--- src/rtl/mastermind_pkg.sv ---
// Shared types and defaults for the mastermind game controller and its scoring engine.
package mastermind_pkg;

  localparam int DEF_NUM_SLOTS = 4;
  localparam int DEF_COLOR_W   = 3;
  localparam int DEF_MAX_TURNS = 10;

  // Fibonacci LFSR x^16+x^14+x^13+x^11+1: taps on bits 15,13,12,10
  localparam logic [15:0] LFSR_SEED = 16'hACE1;
  localparam logic [15:0] LFSR_TAPS = 16'hB400;

  typedef enum logic [2:0] {
    ST_IDLE,
    ST_ENTRY,
    ST_SCORE_EXACT,
    ST_SCORE_COLOR,
    ST_REPORT,
    ST_WIN,
    ST_LOSE
  } game_state_t;

  typedef enum logic [1:0] {
    PH_IDLE,
    PH_EXACT,
    PH_COLOR
  } scorer_phase_t;

endpackage

--- src/rtl/mastermind_if.sv ---
// Button/display bundle between the debouncers, the game controller and the LED driver.
interface mastermind_if #(
  parameter int NUM_SLOTS = mastermind_pkg::DEF_NUM_SLOTS,
  parameter int COLOR_W   = mastermind_pkg::DEF_COLOR_W
);
  localparam int SLOT_W = $clog2(NUM_SLOTS);

  logic                         start;
  logic                         btn_left;
  logic                         btn_right;
  logic                         btn_up;
  logic                         btn_down;
  logic                         btn_submit;
  logic [NUM_SLOTS*COLOR_W-1:0] secret_in;
  logic [NUM_SLOTS*COLOR_W-1:0] guess_out;
  logic [SLOT_W-1:0]            cursor;
  logic [SLOT_W:0]              exact_cnt;
  logic [SLOT_W:0]              color_cnt;
  logic                         result_valid;
  logic [7:0]                   turn_cnt;
  logic                         busy;
  logic                         win;
  logic                         lose;

  modport master (
    output start, btn_left, btn_right, btn_up, btn_down, btn_submit, secret_in,
    input  guess_out, cursor, exact_cnt, color_cnt, result_valid, turn_cnt, busy, win, lose
  );

  modport slave (
    input  start, btn_left, btn_right, btn_up, btn_down, btn_submit, secret_in,
    output guess_out, cursor, exact_cnt, color_cnt, result_valid, turn_cnt, busy, win, lose
  );

endinterface

--- src/rtl/guess_scorer.sv ---
// Two-pass scoring engine: one slot per cycle for exact hits, then one colour per cycle
// for total colour matches. go and done are single-cycle pulses; abort drops any pass.
module guess_scorer
  import mastermind_pkg::*;
#(
  parameter int NUM_SLOTS = DEF_NUM_SLOTS,
  parameter int COLOR_W   = DEF_COLOR_W
) (
  input  logic                         clk,
  input  logic                         rst_n,
  input  logic                         go,
  input  logic                         abort,
  input  logic [NUM_SLOTS*COLOR_W-1:0] guess,
  input  logic [NUM_SLOTS*COLOR_W-1:0] secret,
  output logic [$clog2(NUM_SLOTS):0]   exact,
  output logic [$clog2(NUM_SLOTS):0]   total,
  output logic                         done,
  output logic                         active,
  output logic                         color_phase
);

  localparam int SLOT_W = $clog2(NUM_SLOTS);
  localparam int CNT_W  = SLOT_W + 1;
  localparam int IDX_W  = (COLOR_W > SLOT_W) ? COLOR_W : SLOT_W;

  scorer_phase_t state, next_state;

  logic [IDX_W-1:0]   idx;
  logic [CNT_W-1:0]   exact_acc, total_acc;
  logic [CNT_W-1:0]   g_cnt, s_cnt, min_cnt;
  logic [COLOR_W-1:0] g_slot [NUM_SLOTS];
  logic [COLOR_W-1:0] s_slot [NUM_SLOTS];
  logic               last_slot, last_color, slot_match;

  always_comb begin
    for (int i = 0; i < NUM_SLOTS; i++) begin
      g_slot[i] = guess[i*COLOR_W +: COLOR_W];
      s_slot[i] = secret[i*COLOR_W +: COLOR_W];
    end
  end

  assign last_slot  = (idx == IDX_W'(NUM_SLOTS - 1));
  assign last_color = (idx == IDX_W'((1 << COLOR_W) - 1));
  assign slot_match = (g_slot[idx[SLOT_W-1:0]] == s_slot[idx[SLOT_W-1:0]]);

  // Occurrences of colour idx in each code; the shared part is their minimum
  always_comb begin
    g_cnt = '0;
    s_cnt = '0;
    for (int i = 0; i < NUM_SLOTS; i++) begin
      if (g_slot[i] == idx[COLOR_W-1:0]) g_cnt = g_cnt + CNT_W'(1);
      if (s_slot[i] == idx[COLOR_W-1:0]) s_cnt = s_cnt + CNT_W'(1);
    end
    min_cnt = (g_cnt < s_cnt) ? g_cnt : s_cnt;
  end

  always_ff @(posedge clk or negedge rst_n) begin
    if (!rst_n) state <= PH_IDLE;
    else        state <= next_state;
  end

  always_comb begin
    next_state = state;
    if (abort) begin
      next_state = PH_IDLE;
    end else begin
      case (state)
        PH_IDLE:  if (go)         next_state = PH_EXACT;
        PH_EXACT: if (last_slot)  next_state = PH_COLOR;
        PH_COLOR: if (last_color) next_state = PH_IDLE;
        default:                  next_state = PH_IDLE;
      endcase
    end
  end

  always_ff @(posedge clk or negedge rst_n) begin
    if (!rst_n) begin
      idx       <= '0;
      exact_acc <= '0;
      total_acc <= '0;
    end else if (abort) begin
      idx       <= '0;
      exact_acc <= '0;
      total_acc <= '0;
    end else begin
      case (state)
        PH_IDLE: begin
          if (go) begin
            idx       <= '0;
            exact_acc <= '0;
            total_acc <= '0;
          end
        end
        PH_EXACT: begin
          exact_acc <= exact_acc + CNT_W'(slot_match);
          idx       <= last_slot ? '0 : idx + IDX_W'(1);
        end
        PH_COLOR: begin
          total_acc <= total_acc + min_cnt;
          idx       <= idx + IDX_W'(1);
        end
        default: idx <= '0;
      endcase
    end
  end

  // done fires in the last colour cycle so the total includes that colour combinationally
  always_comb begin
    done        = (state == PH_COLOR) && last_color;
    active      = (state != PH_IDLE);
    color_phase = (state == PH_COLOR);
    exact       = exact_acc;
    total       = total_acc + min_cnt;
  end

endmodule

--- src/rtl/mastermind_ctrl.sv ---
// Game controller: slot editing, turn bookkeeping and WIN/LOSE decisions around guess_scorer.
// Define SECRET_LFSR_EN to draw the secret from an internal 16-bit LFSR instead of secret_in.
module mastermind_ctrl
  import mastermind_pkg::*;
#(
  parameter int NUM_SLOTS = DEF_NUM_SLOTS,
  parameter int COLOR_W   = DEF_COLOR_W,
  parameter int MAX_TURNS = DEF_MAX_TURNS
) (
  input  logic       clk,
  input  logic       rst_n,
  mastermind_if.slave bus
);

  localparam int SLOT_W = $clog2(NUM_SLOTS);
  localparam int CNT_W  = SLOT_W + 1;
  localparam int CODE_W = NUM_SLOTS * COLOR_W;

  game_state_t state, next_state;

  logic [COLOR_W-1:0] slots [NUM_SLOTS];
  logic [CODE_W-1:0]  guess, secret, secret_src;
  logic [SLOT_W-1:0]  cursor;
  logic [CNT_W-1:0]   exact_cnt, color_cnt, sc_exact, sc_total;
  logic [7:0]         turn_cnt;
  logic               sc_go, sc_done, sc_active, sc_color_phase;
  logic               scoring, result_valid, busy, win, lose;

`ifdef SECRET_LFSR_EN
  logic [15:0] lfsr;

  always_ff @(posedge clk or negedge rst_n) begin
    if (!rst_n) lfsr <= LFSR_SEED;
    else        lfsr <= {lfsr[14:0], ^(lfsr & LFSR_TAPS)};
  end

  assign secret_src = lfsr[CODE_W-1:0];
`else
  assign secret_src = bus.secret_in;
`endif

  assign scoring = (state == ST_SCORE_EXACT) || (state == ST_SCORE_COLOR);

  always_ff @(posedge clk or negedge rst_n) begin
    if (!rst_n) state <= ST_IDLE;
    else        state <= next_state;
  end

  // start overrides everything, including a pass already in flight
  always_comb begin
    next_state = state;
    if (bus.start) begin
      next_state = ST_ENTRY;
    end else begin
      case (state)
        ST_ENTRY:       if (bus.btn_submit) next_state = ST_SCORE_EXACT;
        ST_SCORE_EXACT: begin
          if (sc_done)             next_state = ST_REPORT;
          else if (sc_color_phase) next_state = ST_SCORE_COLOR;
        end
        ST_SCORE_COLOR: if (sc_done) next_state = ST_REPORT;
        ST_REPORT: begin
          if (exact_cnt == CNT_W'(NUM_SLOTS))    next_state = ST_WIN;
          else if (turn_cnt == 8'(MAX_TURNS))    next_state = ST_LOSE;
          else                                   next_state = ST_ENTRY;
        end
        default: next_state = state;
      endcase
    end
  end

  always_comb begin
    result_valid = 1'b0;
    busy         = 1'b0;
    win          = 1'b0;
    lose         = 1'b0;
    sc_go        = 1'b0;
    case (state)
      ST_SCORE_EXACT: begin
        busy  = 1'b1;
        sc_go = !sc_active && !bus.start;
      end
      ST_SCORE_COLOR: busy = 1'b1;
      ST_REPORT: begin
        busy         = 1'b1;
        result_valid = 1'b1;
      end
      ST_WIN:  win  = 1'b1;
      ST_LOSE: lose = 1'b1;
      default: ;
    endcase
  end

  // Edits only in ENTRY and only when submit is absent; colour lands on the pre-move slot
  always_ff @(posedge clk or negedge rst_n) begin
    if (!rst_n) begin
      for (int i = 0; i < NUM_SLOTS; i++) slots[i] <= '0;
      cursor    <= '0;
      secret    <= '0;
      exact_cnt <= '0;
      color_cnt <= '0;
      turn_cnt  <= '0;
    end else if (bus.start) begin
      for (int i = 0; i < NUM_SLOTS; i++) slots[i] <= '0;
      cursor    <= '0;
      secret    <= secret_src;
      exact_cnt <= '0;
      color_cnt <= '0;
      turn_cnt  <= '0;
    end else if (state == ST_ENTRY && !bus.btn_submit) begin
      if (bus.btn_up && !bus.btn_down)
        slots[cursor] <= slots[cursor] + COLOR_W'(1);
      else if (bus.btn_down && !bus.btn_up)
        slots[cursor] <= slots[cursor] - COLOR_W'(1);
      if (bus.btn_right && !bus.btn_left)
        cursor <= cursor + SLOT_W'(1);
      else if (bus.btn_left && !bus.btn_right)
        cursor <= cursor - SLOT_W'(1);
    end else if (scoring && sc_done) begin
      exact_cnt <= sc_exact;
      color_cnt <= sc_total - sc_exact;
      turn_cnt  <= turn_cnt + 8'd1;
    end
  end

  always_comb begin
    guess = '0;
    for (int i = 0; i < NUM_SLOTS; i++) guess[i*COLOR_W +: COLOR_W] = slots[i];
  end

  guess_scorer #(
    .NUM_SLOTS (NUM_SLOTS),
    .COLOR_W   (COLOR_W)
  ) u_scorer (
    .clk         (clk),
    .rst_n       (rst_n),
    .go          (sc_go),
    .abort       (bus.start),
    .guess       (guess),
    .secret      (secret),
    .exact       (sc_exact),
    .total       (sc_total),
    .done        (sc_done),
    .active      (sc_active),
    .color_phase (sc_color_phase)
  );

  assign bus.guess_out    = guess;
  assign bus.cursor       = cursor;
  assign bus.exact_cnt    = exact_cnt;
  assign bus.color_cnt    = color_cnt;
  assign bus.result_valid = result_valid;
  assign bus.turn_cnt     = turn_cnt;
  assign bus.busy         = busy;
  assign bus.win          = win;
  assign bus.lose         = lose;

endmodule
--- src/flat_wrapper.sv ---
// flat-port wrapper written by rule: the top's interface ports become plain ports
module mastermind_ctrl_flat import mastermind_pkg::*;
#(
  parameter int NUM_SLOTS = DEF_NUM_SLOTS,
  parameter int COLOR_W   = DEF_COLOR_W,
  parameter int MAX_TURNS = DEF_MAX_TURNS
)
  (clk, rst_n, bus_start, bus_btn_left, bus_btn_right, bus_btn_up, bus_btn_down, bus_btn_submit, bus_secret_in, bus_guess_out, bus_cursor, bus_exact_cnt, bus_color_cnt, bus_result_valid, bus_turn_cnt, bus_busy, bus_win, bus_lose);
  mastermind_if #(.NUM_SLOTS(NUM_SLOTS), .COLOR_W(COLOR_W)) bus_i ();
  input  logic clk;
  input  logic rst_n;
  input wire logic [$bits(bus_i.start)-1:0] bus_start;
  input wire logic [$bits(bus_i.btn_left)-1:0] bus_btn_left;
  input wire logic [$bits(bus_i.btn_right)-1:0] bus_btn_right;
  input wire logic [$bits(bus_i.btn_up)-1:0] bus_btn_up;
  input wire logic [$bits(bus_i.btn_down)-1:0] bus_btn_down;
  input wire logic [$bits(bus_i.btn_submit)-1:0] bus_btn_submit;
  input wire logic [$bits(bus_i.secret_in)-1:0] bus_secret_in;
  output wire logic [$bits(bus_i.guess_out)-1:0] bus_guess_out;
  output wire logic [$bits(bus_i.cursor)-1:0] bus_cursor;
  output wire logic [$bits(bus_i.exact_cnt)-1:0] bus_exact_cnt;
  output wire logic [$bits(bus_i.color_cnt)-1:0] bus_color_cnt;
  output wire logic [$bits(bus_i.result_valid)-1:0] bus_result_valid;
  output wire logic [$bits(bus_i.turn_cnt)-1:0] bus_turn_cnt;
  output wire logic [$bits(bus_i.busy)-1:0] bus_busy;
  output wire logic [$bits(bus_i.win)-1:0] bus_win;
  output wire logic [$bits(bus_i.lose)-1:0] bus_lose;
  assign bus_i.start = bus_start;
  assign bus_i.btn_left = bus_btn_left;
  assign bus_i.btn_right = bus_btn_right;
  assign bus_i.btn_up = bus_btn_up;
  assign bus_i.btn_down = bus_btn_down;
  assign bus_i.btn_submit = bus_btn_submit;
  assign bus_i.secret_in = bus_secret_in;
  assign bus_guess_out = bus_i.guess_out;
  assign bus_cursor = bus_i.cursor;
  assign bus_exact_cnt = bus_i.exact_cnt;
  assign bus_color_cnt = bus_i.color_cnt;
  assign bus_result_valid = bus_i.result_valid;
  assign bus_turn_cnt = bus_i.turn_cnt;
  assign bus_busy = bus_i.busy;
  assign bus_win = bus_i.win;
  assign bus_lose = bus_i.lose;
  mastermind_ctrl #(.NUM_SLOTS(NUM_SLOTS), .COLOR_W(COLOR_W), .MAX_TURNS(MAX_TURNS)) u_core (.clk(clk), .rst_n(rst_n), .bus(bus_i));
endmodule
--- config.mk ---
export PLATFORM = sky130hd
export DESIGN_NAME = mastermind_ctrl_flat
export DESIGN_NICKNAME = d
export VERILOG_FILES = /design/src/rtl/mastermind_pkg.sv /design/src/rtl/mastermind_if.sv /design/src/rtl/guess_scorer.sv /design/src/rtl/mastermind_ctrl.sv /design/src/flat_wrapper.sv
export SDC_FILE = /design/constraint.sdc
export NUM_CORES = 1
export LEC_CHECK = 0
export ABC_AREA = 1
export ABC_CLOCK_PERIOD_IN_PS = 8800
export CORE_ASPECT_RATIO = 2
export CORE_MARGIN = 4
export CORE_UTILIZATION = 50
export CTS_BUF_LIST = sky130_fd_sc_hd__clkbuf_8
export DETAILED_ROUTE_END_ITERATION = 7
export PLACE_DENSITY = 0.79
export REMOVE_ABC_BUFFERS = 1
export SYNTH_ARGS = -nofsm -noshare
export SYNTH_HDL_FRONTEND = slang
export SYNTH_HIERARCHICAL = 1
export SYNTH_SLANG_ARGS = --single-unit
--- constraint.sdc ---
create_clock -name clk -period 8.8 [get_ports clk]
set_input_delay 1.76 -clock clk [delete_from_list [all_inputs] [get_ports clk]]
set_output_delay 1.76 -clock clk [all_outputs]
set_load 0.005 [all_outputs]
=== Word-level counts from Yosys, hierarchy flattened ===
Index checks and enable logic that the tools add are counted.

* Output and inout port bits: 32
* Bits in registers: 54
* RAM bits: 0
* Latch bits: 0
* Memories: 0
* Memory bits (read-only): 0

* Order comparisons: 4
* Shifts and indexed selects: 0
* $add $sub $neg: 15
* Reduce and logical (&&, ||, !) cells: 34
* Divide/modulo/power cells: 0
* Mux-type cells: 65
* $mul: 0
* Bitwise operators: 2
* Equal/unequal tests: 28

{| class="wikitable"
|+ Operators with widths
! operator !! count
|-
| two-way mux 3 bit || 32
|-
| two-way mux 12 bit || 4
|-
| equality test 3 bit || 9
|-
| adder 3 x 1 -> 3 bit, second input constant || 8
|-
| bitwise mux 12 bit || 2
|-
| two-way mux 8 bit || 3
|-
| binary-select mux 3 bit (select 2 bit) || 3
|-
| two-way mux 2 bit || 8
|-
| equality test 3 bit, second input constant || 5
|-
| case mux 3 bit (2 select lines) || 2
|-
| case mux 3 bit (4 select lines) || 1
|-
| nonzero test 3 bit || 4
|-
| AND reduction 2 bit || 5
|-
| equality test 3 x 2 -> 1 bit, second input constant || 3
|-
| logical AND 1 bit || 9
|-
| inequality test 3 bit, second input constant || 3
|-
| case mux 3 bit (3 select lines) || 1
|-
| adder 8 x 1 -> 8 bit, second input constant || 1
|-
| equality test 8 x 4 -> 1 bit, second input constant || 1
|-
| zero test 1 bit || 7
|-
| two-way mux 1 bit || 7
|-
| demux 3 bit (select 2 bit) || 1
|-
| >= comparator 3 bit, second input constant || 2
|-
| inequality test 3 x 2 -> 1 bit, second input constant || 2
|-
| other kinds (22) || 25
|}

=== Longest topological paths before layout ===
Gate-level depths: netlist of the first run.

* Depth after elaboration: 15
* Gate-level depth with buffers: 30
* Depth with buffers taken out: 29

=== Cells and area by module ===
The synthesis of the first run kept the hierarchy.

{| class="wikitable"
|+ Modules (own cells, without submodules)
! module !! cells an instance !! times used !! area an instance (µm²) !! seq. area each (µm²)
|-
| mastermind_ctrl || 303 || 1 || 2347.3 || 1076.0
|-
| guess_scorer || 262 || 1 || 1691.6 || 275.3
|}

=== Worst setup path before layout of the first run ===
Ideal clock, no wire load.

* Kind: register to register
* Start: register u_core.u_scorer.idx[1]
* End: register u_core.color_cnt[2] (netlist: u_core/bus.color_cnt[2])
* Setup time: 0.128 ns
* Data arrival time: 4.219 ns
* Cell stages (with the launch flop): 25
* Period minus slack after synthesis: 4.347 ns
* Data required time: 8.672 ns
* Buffers on the path: 2
* Slack: 4.453 ns
* Path through: dfrtp_1 > buf_6 > buf_2 > xor2_1 > nor4_1 > ha_1 > nand4_1 > nand2_1 > inv_1 > ha_1 > inv_1 > nor2_1 > xnor2_1 > inv_1 > ha_1 > inv_1 > a21oi_1 > nand2_2 > nand2_1 > nand2_1 > ha_1 > fa_1 > fa_1 > xnor2_1 > o21ai_0

* Word-level cells in the longest chain between the ends: 15

{| class="wikitable"
|+ Ends and longest elaborated chain
! item !! line !! RTL
|-
| from (decl) || guess_scorer.sv:28 || <nowiki>logic [IDX_W-1:0] idx;</nowiki>
|-
| from (signal assigned) || guess_scorer.sv:96 || <nowiki>idx <= last_slot ? '0 : idx + IDX_W'(1);</nowiki>
|-
| from (signal assigned) || guess_scorer.sv:100 || <nowiki>idx <= idx + IDX_W'(1);</nowiki>
|-
| equality test 3 bit, on equally long branches || guess_scorer.sv:51, guess_scorer.sv:52 ||
|-
| two-way mux 1 bit, on equally long branches || guess_scorer.sv:51, guess_scorer.sv:52 ||
|-
| adder 3 x 1 -> 3 bit, on equally long branches || guess_scorer.sv:51, guess_scorer.sv:52 ||
|-
| two-way mux 3 bit, on equally long branches || guess_scorer.sv:51, guess_scorer.sv:52 ||
|-
| adder 3 x 1 -> 3 bit, on equally long branches || guess_scorer.sv:51, guess_scorer.sv:52 ||
|-
| two-way mux 3 bit, on equally long branches || guess_scorer.sv:51, guess_scorer.sv:52 ||
|-
| adder 3 x 1 -> 3 bit, on equally long branches || guess_scorer.sv:51, guess_scorer.sv:52 ||
|-
| two-way mux 3 bit, on equally long branches || guess_scorer.sv:51, guess_scorer.sv:52 ||
|-
| < comparator 3 bit || guess_scorer.sv:54 || <nowiki>min_cnt = (g_cnt < s_cnt) ? g_cnt : s_cnt;</nowiki>
|-
| two-way mux 3 bit (*) || guess_scorer.sv:54 ||
|-
| adder 3 bit (*) || guess_scorer.sv:113 || <nowiki>total = total_acc + min_cnt;</nowiki>
|-
| via u_core.sc_total[1] || mastermind_ctrl.sv:24 || <nowiki>logic [CNT_W-1:0] exact_cnt, color_cnt, sc_exact, sc_total;</nowiki>
|-
| subtractor 3 bit (*) || mastermind_ctrl.sv:121 || <nowiki>color_cnt <= sc_total - sc_exact;</nowiki>
|-
| two-way mux 3 bit (*) || mastermind_ctrl.sv:119 || <nowiki>end else if (scoring && sc_done) begin</nowiki>
|-
| two-way mux 3 bit (*) || mastermind_ctrl.sv:110 || <nowiki>end else if (state == ST_ENTRY && !bus.btn_submit) begin</nowiki>
|-
| two-way mux 3 bit (*) || mastermind_ctrl.sv:103 || <nowiki>end else if (bus.start) begin</nowiki>
|-
| to (signal assigned) || mastermind_ctrl.sv:121 ||
|-
| to (decl) || mastermind_ctrl.sv:24 ||
|}

Mark *: on every way through the listed nets, which the timed path passes. The rest lies on a longest branch. The select of a mux whose other input is x is not followed.
A chain may end at the register's enable or synchronous reset.

=== Worst setup path in the final report of the first run ===
* Start: register u_core.u_scorer.idx[0]
* End: register u_core.color_cnt[2] (netlist: u_core/bus.color_cnt[2])

The elaborated chain is that of the path after synthesis.

==> metrics, run 1 <==
Chip Height=between 100 and 150 µm; I/O Buffers=between 50 and 60; commonest cells after routing, fill and taps aside=nand2_1, inv_1, dfrtp_1, clkdlybuf4s50_1, nor2_1; Hold Vio Cnt, Final=0; Post-Syn Instances=565; Worst Path Max Fanout=21; fin crit period=5.19 ns; Seq/Total Area, Yosys=between 30% and 40%; global route total overflow=0; Post-CTS Resized=0; Total GRT Usage=roughly 22%; register clock-pin slew on the reported worst setup and hold paths=0.10 ns; DR pass1 iterations=4; Crit path required time=9.00 ns; antenna viol nets, final=0; Post-Syn Area per Cell=7.15 µm²; Setup Total Neg Slack=0 ns; largest net degree at the start of global routing=55; CTS buffer count=5; placed cell area=4600 µm²; Static Leak=2.39 nW; critical path endpoint category=flop; Max Slew Vio Count=0; post-synth cell types=42; via count=3761; Final nets=661; Routed WL=9.73 mm; Avg WL per Cell=between 10 and 15 µm; vias in the first global route=3840; Final Instance Area=4700 µm²; root buffer cell=clkbuf_8; clock tree from TritonCTS=built; layout cells sized above 1=around 8.6%; DRC=0; maximum VDD drop=0.000128 V; FF-to-FF setup slack=3.61 ns; # H-tree levels=2; 1st-iter DRT viols=186; final setup fails=0; Placer Congestion=about 0.91; Vias/cell=between 5 and 6; Sink Count=54; die width=around 70 µm; later-pin clock latency in the skew report=0.32 ns; Hold Buf Count CTS=0; Rows=46; status=complete, no violations; Worst Setup Start Kind=flop; RSZ-0062 raised after global routing=false; DP HPWL=7.65 mm; worst slew pin tran=0.833 ns; initial antenna violation count=0; critical path arrival=5.39 ns; Initial Util=51.2%; pwr dens=between 200 and 250 nW/µm²; first-pass GRT wire length=16.7 mm; Synth Flop Type=dfrtp_1; Worst Skew=0.00892 ns; Hold Path Class=flop to flop; Post-CTS Setup Bufs=0; Max Cap Violations=0; Max Fclk=193 MHz; cell area after synthesis=4040 µm²; async set or reset register ratio after synthesis=between 90% and 100%; Ant. Diodes=0; Clock Path Buffers=2; Tcrit/Tclk final=between 50% and 60%; WS Path Type=flop to flop; core area=7890 µm²; commonest non-fill, non-tap cell in the layout=nand2_1; IO Count=52; #FFs+latches synth=54; Area growth, synth to finish=16.3%; die area=between 9000 and 10000 µm²; Ys Warns=6; EDFF count, synth=0; Relative slew margins=between 40% and 50%
[cell type report]
cell class                 instances  area [µm²]
clock buffer                       5        68.8
clock inverter                     3        25.0
fill                             747        3190
inverter                          92         358
multi-input combinational        407        2250
sequential                        54        1350
tap                               96         120
timing repair buffer              53         520
[report_power, final]
part | switching [mW] | internal (mW)
combinational | 0.363 | 0.220
sequential | 0.0348 | 0.275
clock | 0.0892 | 0.0576
[final timing paths]
path,start,to,cells past startpoint
worst max-delay path,u_core/u_scorer/idx[0],u_core/bus.color_cnt[2],26
worst min-delay path,u_core/bus.color_cnt[1],u_core/bus.color_cnt[1],2
worst max register to register,u_core/u_scorer/idx[0],u_core/bus.color_cnt[2],26
worst min register to register,u_core/bus.color_cnt[1],u_core/bus.color_cnt[1],2
max in group asynchronous,rst_n,u_core/bus.color_cnt[2],2
min in group asynchronous,rst_n,u_core/bus.guess_out[4],2
[registers in the layout, summed over array words and instances (netlist names)]
register                   flops
u_core/bus.guess_out          12
u_core/secret                 12
u_core/bus.turn_cnt            8
u_core/bus.color_cnt           3
u_core/bus.exact_cnt           3
u_core/state                   3
u_core/u_scorer/exact          3
u_core/u_scorer/idx            3
u_core/u_scorer/total_acc      3
u_core/bus.cursor              2
u_core/u_scorer/state          2
[critical path: stages, from the launching register on]
cell	delay (ns)
dfrtp_1	0.76
inv_1	0.35
nand2_1	0.14
inv_1	0.06
nor2_1	0.08
inv_1	0.04
nor4_1	0.42
ha_1	0.35
nand4_1	0.12
nand2_1	0.07
inv_1	0.05
ha_1	0.13
inv_1	0.04
nor2_1	0.12
xnor2_1	0.15
inv_1	0.07
ha_1	0.29
inv_1	0.06
a21oi_1	0.24
nand2_2	0.10
nand2_1	0.06
nand2_1	0.05
ha_1	0.19
fa_1	0.48
fa_1	0.42
xnor2_1	0.15
o21ai_0	0.08
[synthesized netlist by cell type (2+ instances only)]
cell type	instances	area, µm²
a21oi_1	17	85.1
buf_2	5	25.0
buf_6	3	33.8
clkbuf_1	2	7.51
dfrtp_1	54	1350
fa_1	2	40.0
ha_1	26	325
inv_1	86	323
inv_2	3	11.3
inv_6	2	17.5
nand2_1	156	586
nand2_2	12	75.1
nand3_1	34	170
nand3_2	3	30.0
nand3b_2	4	45.0
nand4_1	7	43.8
nor2_1	45	169
nor2_2	6	37.5
nor3_1	8	40.0
nor4_1	2	12.5
o21a_1	2	15.0
o21ai_0	29	145
o21ai_1	11	55.1
o21ai_2	2	17.5
o22ai_1	8	50.1
or2_2	2	12.5
xnor2_1	9	78.8
xnor2_2	2	32.5
xor2_1	10	87.6
[routing by layer]
metal  wire [µm]  part of all wire [%]  GRT usage, %
met5           0                     0             0
met4         542                   5.6          13.6
met3         319                   3.3          3.20
met2        5480                    56          42.4
met1        3390                    35          20.1
[stage by stage]
| stage | total power, mW | setup slack (ns) | hold WS (ns) | instances | util, % |
|---|---|---|---|---|---|
| after detailed placement | 0.896 | 3.63 | 0.467 | 702 | 58.4 |
| final | 1.04 | 3.61 | 0.488 | 710 | 59.6 |
| after CTS | 1.04 | 3.62 | 0.492 | 710 | 59.6 |
| after global placement | 0.857 | 3.89 | 0.465 | 702 | 58.4 |
| after floorplan | 0.736 | 4.23 | 0.442 | 553 | - |
| after global routing | 1.15 | 3.13 | 0.530 | 710 | 59.6 |
[cells by family (layout without fill, tap and decap cells)]
| group | after synthesis | in the layout | synth area share, % |
|---|---|---|---|
| flip-flops | 54 | 54 | 33.5 |
| XOR/XNOR | 22 | 22 | 5.33 |
| adder cells (fa/ha/maj) | 28 | 28 | 9.05 |
| AND/OR/NAND/NOR | 284 | 284 | 31.5 |
| buffers and inverters | 104 | 153 | 10.8 |
| AO/OA/AOI/OAI | 73 | 73 | 9.85 |
Note: power is estimated with default switching activity, not from simulation.
==> inputs of run 2 (changes only) <==
ABC_CLOCK_PERIOD_IN_PS = 5400   (was 8800)
clock period = 5.4 ns   (was 8.8 ns; I/O delays follow)
==> run 2 against run 1 <==
- final cell count rose by 0.28%
- clock-buffer cell count is the same
- via count rose by 0.88%
- die area is the same
- global-route usage down 0.36 points
- largest cell class unchanged
==> metrics, run 2 (synthesized netlist as in run 1, its figures left out) <==
Vias/cell=5.33 (+0.59%); Max Cap Violations=0 (unchanged); 1st-iter DRT viols=198 (+6.5%); later-pin clock latency in the skew report=0.32 ns (about the same); antenna viol nets, final=0 (unchanged); FF-to-FF setup slack=0.59 ns (-3.02 ns); Final nets=663 (+0.30%); critical path endpoint category=flop; sw frac=45.5% (-1.4 points); fin crit period=4.81 ns (-0.376 ns); Hold Buf Count CTS=0 (unchanged); core area=7890 µm² (unchanged); Pint=0.944 mW (+71%); Net Sw Power=0.787 mW (+62%); die width=71.6 µm (unchanged); Crit path required time=5.63 ns (-3.37 ns); Comb power frac=55.5% (-0.6 points); Final Instance Area=4720 µm² (+0.59%); Area growth, synth to finish=16.9%; Static Leak=2.42 nW (+1.1%); final setup fails=0 (unchanged); # fillers=717 (-4.0%); Initial Util=51.2% (unchanged); Hold Vio Cnt, Final=0 (unchanged); Worst Setup SP=u_core/u_scorer/idx[2]; root buffer cell=clkbuf_8; largest net degree at the start of global routing=55 (unchanged); initial antenna violation count=0 (unchanged); register clock-pin slew on the reported worst setup and hold paths=0.10 ns (about the same); Setup Total Neg Slack=0 ns (unchanged); Post-CTS Setup Bufs=0 (unchanged); Max Slew Vio Count=0 (unchanged); Rows=46 (unchanged); setup ws final=0.587 ns (-3.02 ns); status=complete, no violations; Ant. Diodes=0 (unchanged); Tcrit/Tclk final=89.1% (+30 points); reg2reg end=u_core/bus.color_cnt[2]; Sink Count=54 (unchanged); vias in the first global route=3733 (-2.8%); IO Count=52 (unchanged); RSZ-0062 raised after global routing=false; commonest cells after routing, fill and taps aside=nand2_1, inv_1, dfrtp_1, clkdlybuf4s50_1, nor2_1; Critical Path End=u_core/bus.color_cnt[2]; # H-tree levels=2 (unchanged); Worst Path Max Fanout=12 (-43%); DR pass1 iterations=4 (unchanged); Post-Place Cells=704 (+0.28%); Relative slew margins=53.1% (+8.6 points); Total GRT Usage=21.4% (-0.36 points); WS Path Type=flop to flop; Avg WL per Cell=14.1 µm (+3.0%); commonest non-fill, non-tap cell in the layout=nand2_1; CTS buffer count=5 (unchanged); clock network power share=15.8% (+1.7 points); pwr dens=367 nW/µm² (+66%); Routed WL=10.0 mm (+3.2%); DP HPWL=8.00 mm (+4.5%); Placer Congestion=0.953 (+4.6%); Hold Path Class=flop to flop; critical path arrival=5.04 ns (-0.35 ns); layout cells sized above 1=8.60% (-0.028 points); die area=9670 µm² (unchanged); global route total overflow=0 (unchanged); Flop pwr share=28.7% (-1.1 points); I/O Buffers=51 (unchanged); Worst Setup Start Kind=flop; clock tree from TritonCTS=built; origin of the critical flop-to-flop path=u_core/u_scorer/idx[2]; maximum VDD drop=0.000218 V (+70%); Max Fclk=208 MHz (+7.8%); Clock Path Buffers=2 (unchanged); worst slew pin tran=0.701 ns (-0.132 ns); Post-CTS Resized=0 (unchanged); DRC=0 (unchanged); Chip Height=135 µm (unchanged); R2R cell count=23 (-12%); placed cell area=4620 µm² (+0.33%); Worst Skew=0.0111 ns (+0.00219 ns); first-pass GRT wire length=16.3 mm (-2.8%); Placement Setup Slack=0.604 ns (-3.03 ns); via count=3794 (+0.88%); final std cells w/o fill=712 (+0.28%); Hold Slack=0.485 ns (-0.00311 ns)
-- run 2: changes by cell type in the layout (fill, tap and decap cells not counted) --
cell | before | now
clkinv_4 | 1 | 0
clkinvlp_4 | 1 | 0
inv_6 | 3 | 2
bufinv_16 | 0 | 1
inv_1 | 86 | 88
buf_4 | 2 | 4
-- run 2: per-layer routing --
layer	wire [µm]	GRT usage [%]	vias to the layer above	part of all wire (%)
met5	0	0	-	0
met4	584	14.3	0	5.8
met3	388	3.35	39	3.9
met2	5720	41.9	113	57
met1	3360	19.0	1773	33
li1	-	-	1869	-
-- run 2: area by class of cell --
cell class	instances	area [µm²]	area share (%)
sequential	54	1350	28.6
inverter	92	358	7.58
timing repair buffer	55	536	11.3
tap	96	120	2.54
clock inverter	3	37.5	0.795
clock buffer	5	68.8	1.46
multi-input combinational	407	2250	47.7
-- run 2: worst max-delay path, stage by stage (launching register included) --
cell     delay [ns]
dfrtp_1        0.58
inv_6          0.16
nor2_1         0.05
nor4_1         0.58
ha_1           0.37
nand4_1        0.12
nand2_1        0.08
inv_1          0.06
ha_1           0.14
inv_1          0.04
nor2_1         0.13
xnor2_1        0.16
inv_1          0.06
ha_1           0.29
inv_1          0.04
a21oi_1        0.24
nand2_2        0.10
nand2_1        0.06
nand2_1        0.05
ha_1           0.20
fa_1           0.48
fa_1           0.42
xnor2_1        0.13
o21ai_0        0.16
-- run 2: power by group through the flow --
stage	logic, mW	registers (mW)	clock network [mW]
CTS	0.963	0.496	0.281
global route	1.10	0.503	0.296
global placement	0.900	0.502	0
detailed placement	0.949	0.503	0
finish	0.962	0.497	0.273
floorplan	0.701	0.499	0
-- run 2: how the worst min path moves through the flow --
| stage | endpoint | from | slack, ns | cells after the start |
|---|---|---|---|---|
| 6_report | u_core/secret[9] | u_core/secret[9] | 0.49 | 2 |
| 2_1_floorplan | u_core/secret[9] | u_core/secret[9] | 0.44 | 2 |
| 3_3_place_gp | u_core/secret[9] | u_core/secret[9] | 0.46 | 2 |
| 3_5_place_dp | u_core/secret[9] | u_core/secret[9] | 0.46 | 2 |
| 4_1_cts | u_core/secret[9] | u_core/secret[9] | 0.49 | 2 |
| 5_1_grt | u_core/bus.color_cnt[1] | u_core/bus.color_cnt[1] | 0.53 | 2 |
-- run 2: through the flow --
step                power [mW]  util, %
floorplan                 1.20        -
detailed placement        1.45     58.6
global route              1.90     59.9
finish                    1.73     59.9
global placement          1.40     58.6
CTS                       1.74     59.9
==> inputs of run 3 (changes only) <==
MAX_ROUTING_LAYER = met4   (was not set)
==> run 3 against run 2 <==
- final cell count is 0.14% lower
- first-iteration DRC count is 9.6% higher
- via count is 1.1% lower
==> metrics, run 3 (synthesized netlist as in run 1, its figures left out) <==
DR pass1 iterations=5 (+1); commonest cells after routing, fill and taps aside=nand2_1, inv_1, dfrtp_1, clkdlybuf4s50_1, nor2_1; Util after Layout=59.6% (-0.29 points); Net Sw Power=0.782 mW (-0.71%); die width=71.6 µm (unchanged); Hold Vio Cnt, Final=0 (unchanged); Hold Slack=0.494 ns (+0.00855 ns); layout cells sized above 1=8.78% (+0.18 points); worst slew pin tran=0.697 ns (-0.00362 ns); IO Count=52 (unchanged); critical path endpoint category=flop; Max Cap Violations=0 (unchanged); Avg WL per Cell=14.2 µm (+0.29%); Crit path required time=5.60 ns (-0.03 ns); Placement Setup Slack=0.599 ns (-0.00547 ns); Hold Path Cell Cnt=2 (unchanged); Worst Setup Start Kind=flop; Worst Skew=0.00348 ns (-0.00763 ns); Ant. Diodes=0 (unchanged); Rows=46 (unchanged); Relative slew margins=53.5% (+0.39 points); Pint=0.897 mW (-5.0%); Post-CTS Resized=0 (unchanged); die area=9670 µm² (unchanged); fin crit period=4.83 ns (+0.0195 ns); final setup fails=0 (unchanged); total chip power=1.68 mW (-3.1%); Post-CTS Setup Bufs=0 (unchanged); Max Slew Vio Count=0 (unchanged); CTS buffer count=5 (unchanged); DP HPWL=7.98 mm (-0.18%); Worst Path Max Fanout=13 (+1); clock tree from TritonCTS=built; Tcrit/Tclk final=89.5% (+0.36 points); status=complete, no violations; largest net degree at the start of global routing=55 (unchanged); clock network power share=13.5% (-2.3 points); initial antenna violation count=0 (unchanged); Vias/cell=5.28 (-0.92%); Total GRT Usage=22.5% (+1.1 points); maximum VDD drop=0.000222 V (+1.5%); Initial Util=51.2% (unchanged); antenna viol nets, final=0 (unchanged); Flop pwr share=29.6% (+0.9 points); sw frac=46.6% (+1.1 points); critical path arrival=5.03 ns (about the same); # H-tree levels=2 (unchanged); RSZ-0062 raised after global routing=false; R2R cell count=25 (+8.7%); Comb power frac=56.8% (+1.3 points); first-pass GRT wire length=16.8 mm (+3.3%); Max Fclk=207 MHz (-0.40%); DRC=0 (unchanged); pwr dens=357 nW/µm² (-2.6%); Hold Buf Count CTS=0 (unchanged); global route total overflow=0 (unchanged); I/O Buffers=51 (unchanged); root buffer cell=clkbuf_8; Placer Congestion=0.971 (+1.9%); Final nets=663 (unchanged); vias in the first global route=3889 (+4.2%); setup ws final=0.568 ns (-0.0195 ns); via count=3754 (-1.1%); Sink Count=54 (unchanged); Chip Height=135 µm (unchanged); Hold Path Class=flop to flop; Clock Path Buffers=2 (unchanged); 1st-iter DRT viols=217 (+9.6%); Routed WL=10.1 mm (+0.15%); register clock-pin slew on the reported worst setup and hold paths=0.10 ns (about the same); Static Leak=2.40 nW (-1.0%); core area=7890 µm² (unchanged); Setup Total Neg Slack=0 ns (unchanged); WS Path Type=flop to flop; Area growth, synth to finish=16.4%; later-pin clock latency in the skew report=0.32 ns (about the same); commonest non-fill, non-tap cell in the layout=nand2_1
==> run 3: changes by cell type in the layout (fill, tap and decap cells not counted), sizes merged <==
cell	before	now
bufinv	1	0
clkinvlp	0	2
inv	94	92
==> run 3: layout make-up <==
| class | instances | area [µm²] |
|---|---|---|
| inverter | 92 | 358 |
| fill | 724 | 3180 |
| clock buffer | 5 | 68.8 |
| sequential | 54 | 1350 |
| tap | 96 | 120 |
| timing repair buffer | 55 | 536 |
| multi-input combinational | 407 | 2250 |
| clock inverter | 2 | 15.0 |
==> run 3: path summary, 6_finish.rpt <==
check	start	endpoint	slack, ns
min in group asynchronous	rst_n	u_core/bus.turn_cnt[2]	0.88
worst max-delay path	u_core/u_scorer/idx[0]	u_core/bus.color_cnt[2]	0.57
worst min register to register	u_core/secret[9]	u_core/secret[9]	0.49
worst max register to register	u_core/u_scorer/idx[0]	u_core/bus.color_cnt[2]	0.57
worst min-delay path	u_core/secret[9]	u_core/secret[9]	0.49
max in group asynchronous	rst_n	u_core/secret[9]	4.06
==> run 3: power by group through the flow <==
stage,clock network (mW),logic (mW),registers (mW)
floorplan,0,0.701,0.499
finish,0.227,0.954,0.498
detailed placement,0,0.951,0.504
global route,0.250,1.10,0.504
CTS,0.233,0.959,0.497
global placement,0,0.897,0.502
==> run 3: metrics by stage <==
stage / instances / cell area [µm²]
6_report: 711 / 4700
3_5_place_dp: 704 / 4620
4_1_cts: 711 / 4700
3_3_place_gp: 704 / 4620
5_1_grt: 711 / 4700
2_1_floorplan: 553 / 3960
==> run 3: worst max-delay path, stage by stage, from the launching register on <==
cell and delay [ns]:
dfrtp_1 0.39, inv_1 0.28, nor2_1 0.09, nor2_1 0.13, inv_1 0.05, nor4_1 0.47
ha_1 0.37, nand4_1 0.13, nand2_1 0.09, inv_1 0.06, ha_1 0.13, inv_1 0.04
nor2_1 0.12, xnor2_1 0.15, inv_1 0.07, ha_1 0.29, inv_1 0.04, a21oi_1 0.26
nand2_2 0.09, nand2_1 0.07, nand2_1 0.05, ha_1 0.19, fa_1 0.49, fa_1 0.42
xnor2_1 0.16, o21ai_0 0.09
==> run 3: metal layers <==
metal / share of wire, % / GRT usage (%) / routed length [µm]
met1: 34 / 20.1 / 3420
met2: 58 / 43.1 / 5790
met3: 3.6 / 3.06 / 366
met4: 4.9 / 12.8 / 495
met5: 0 / - / 0
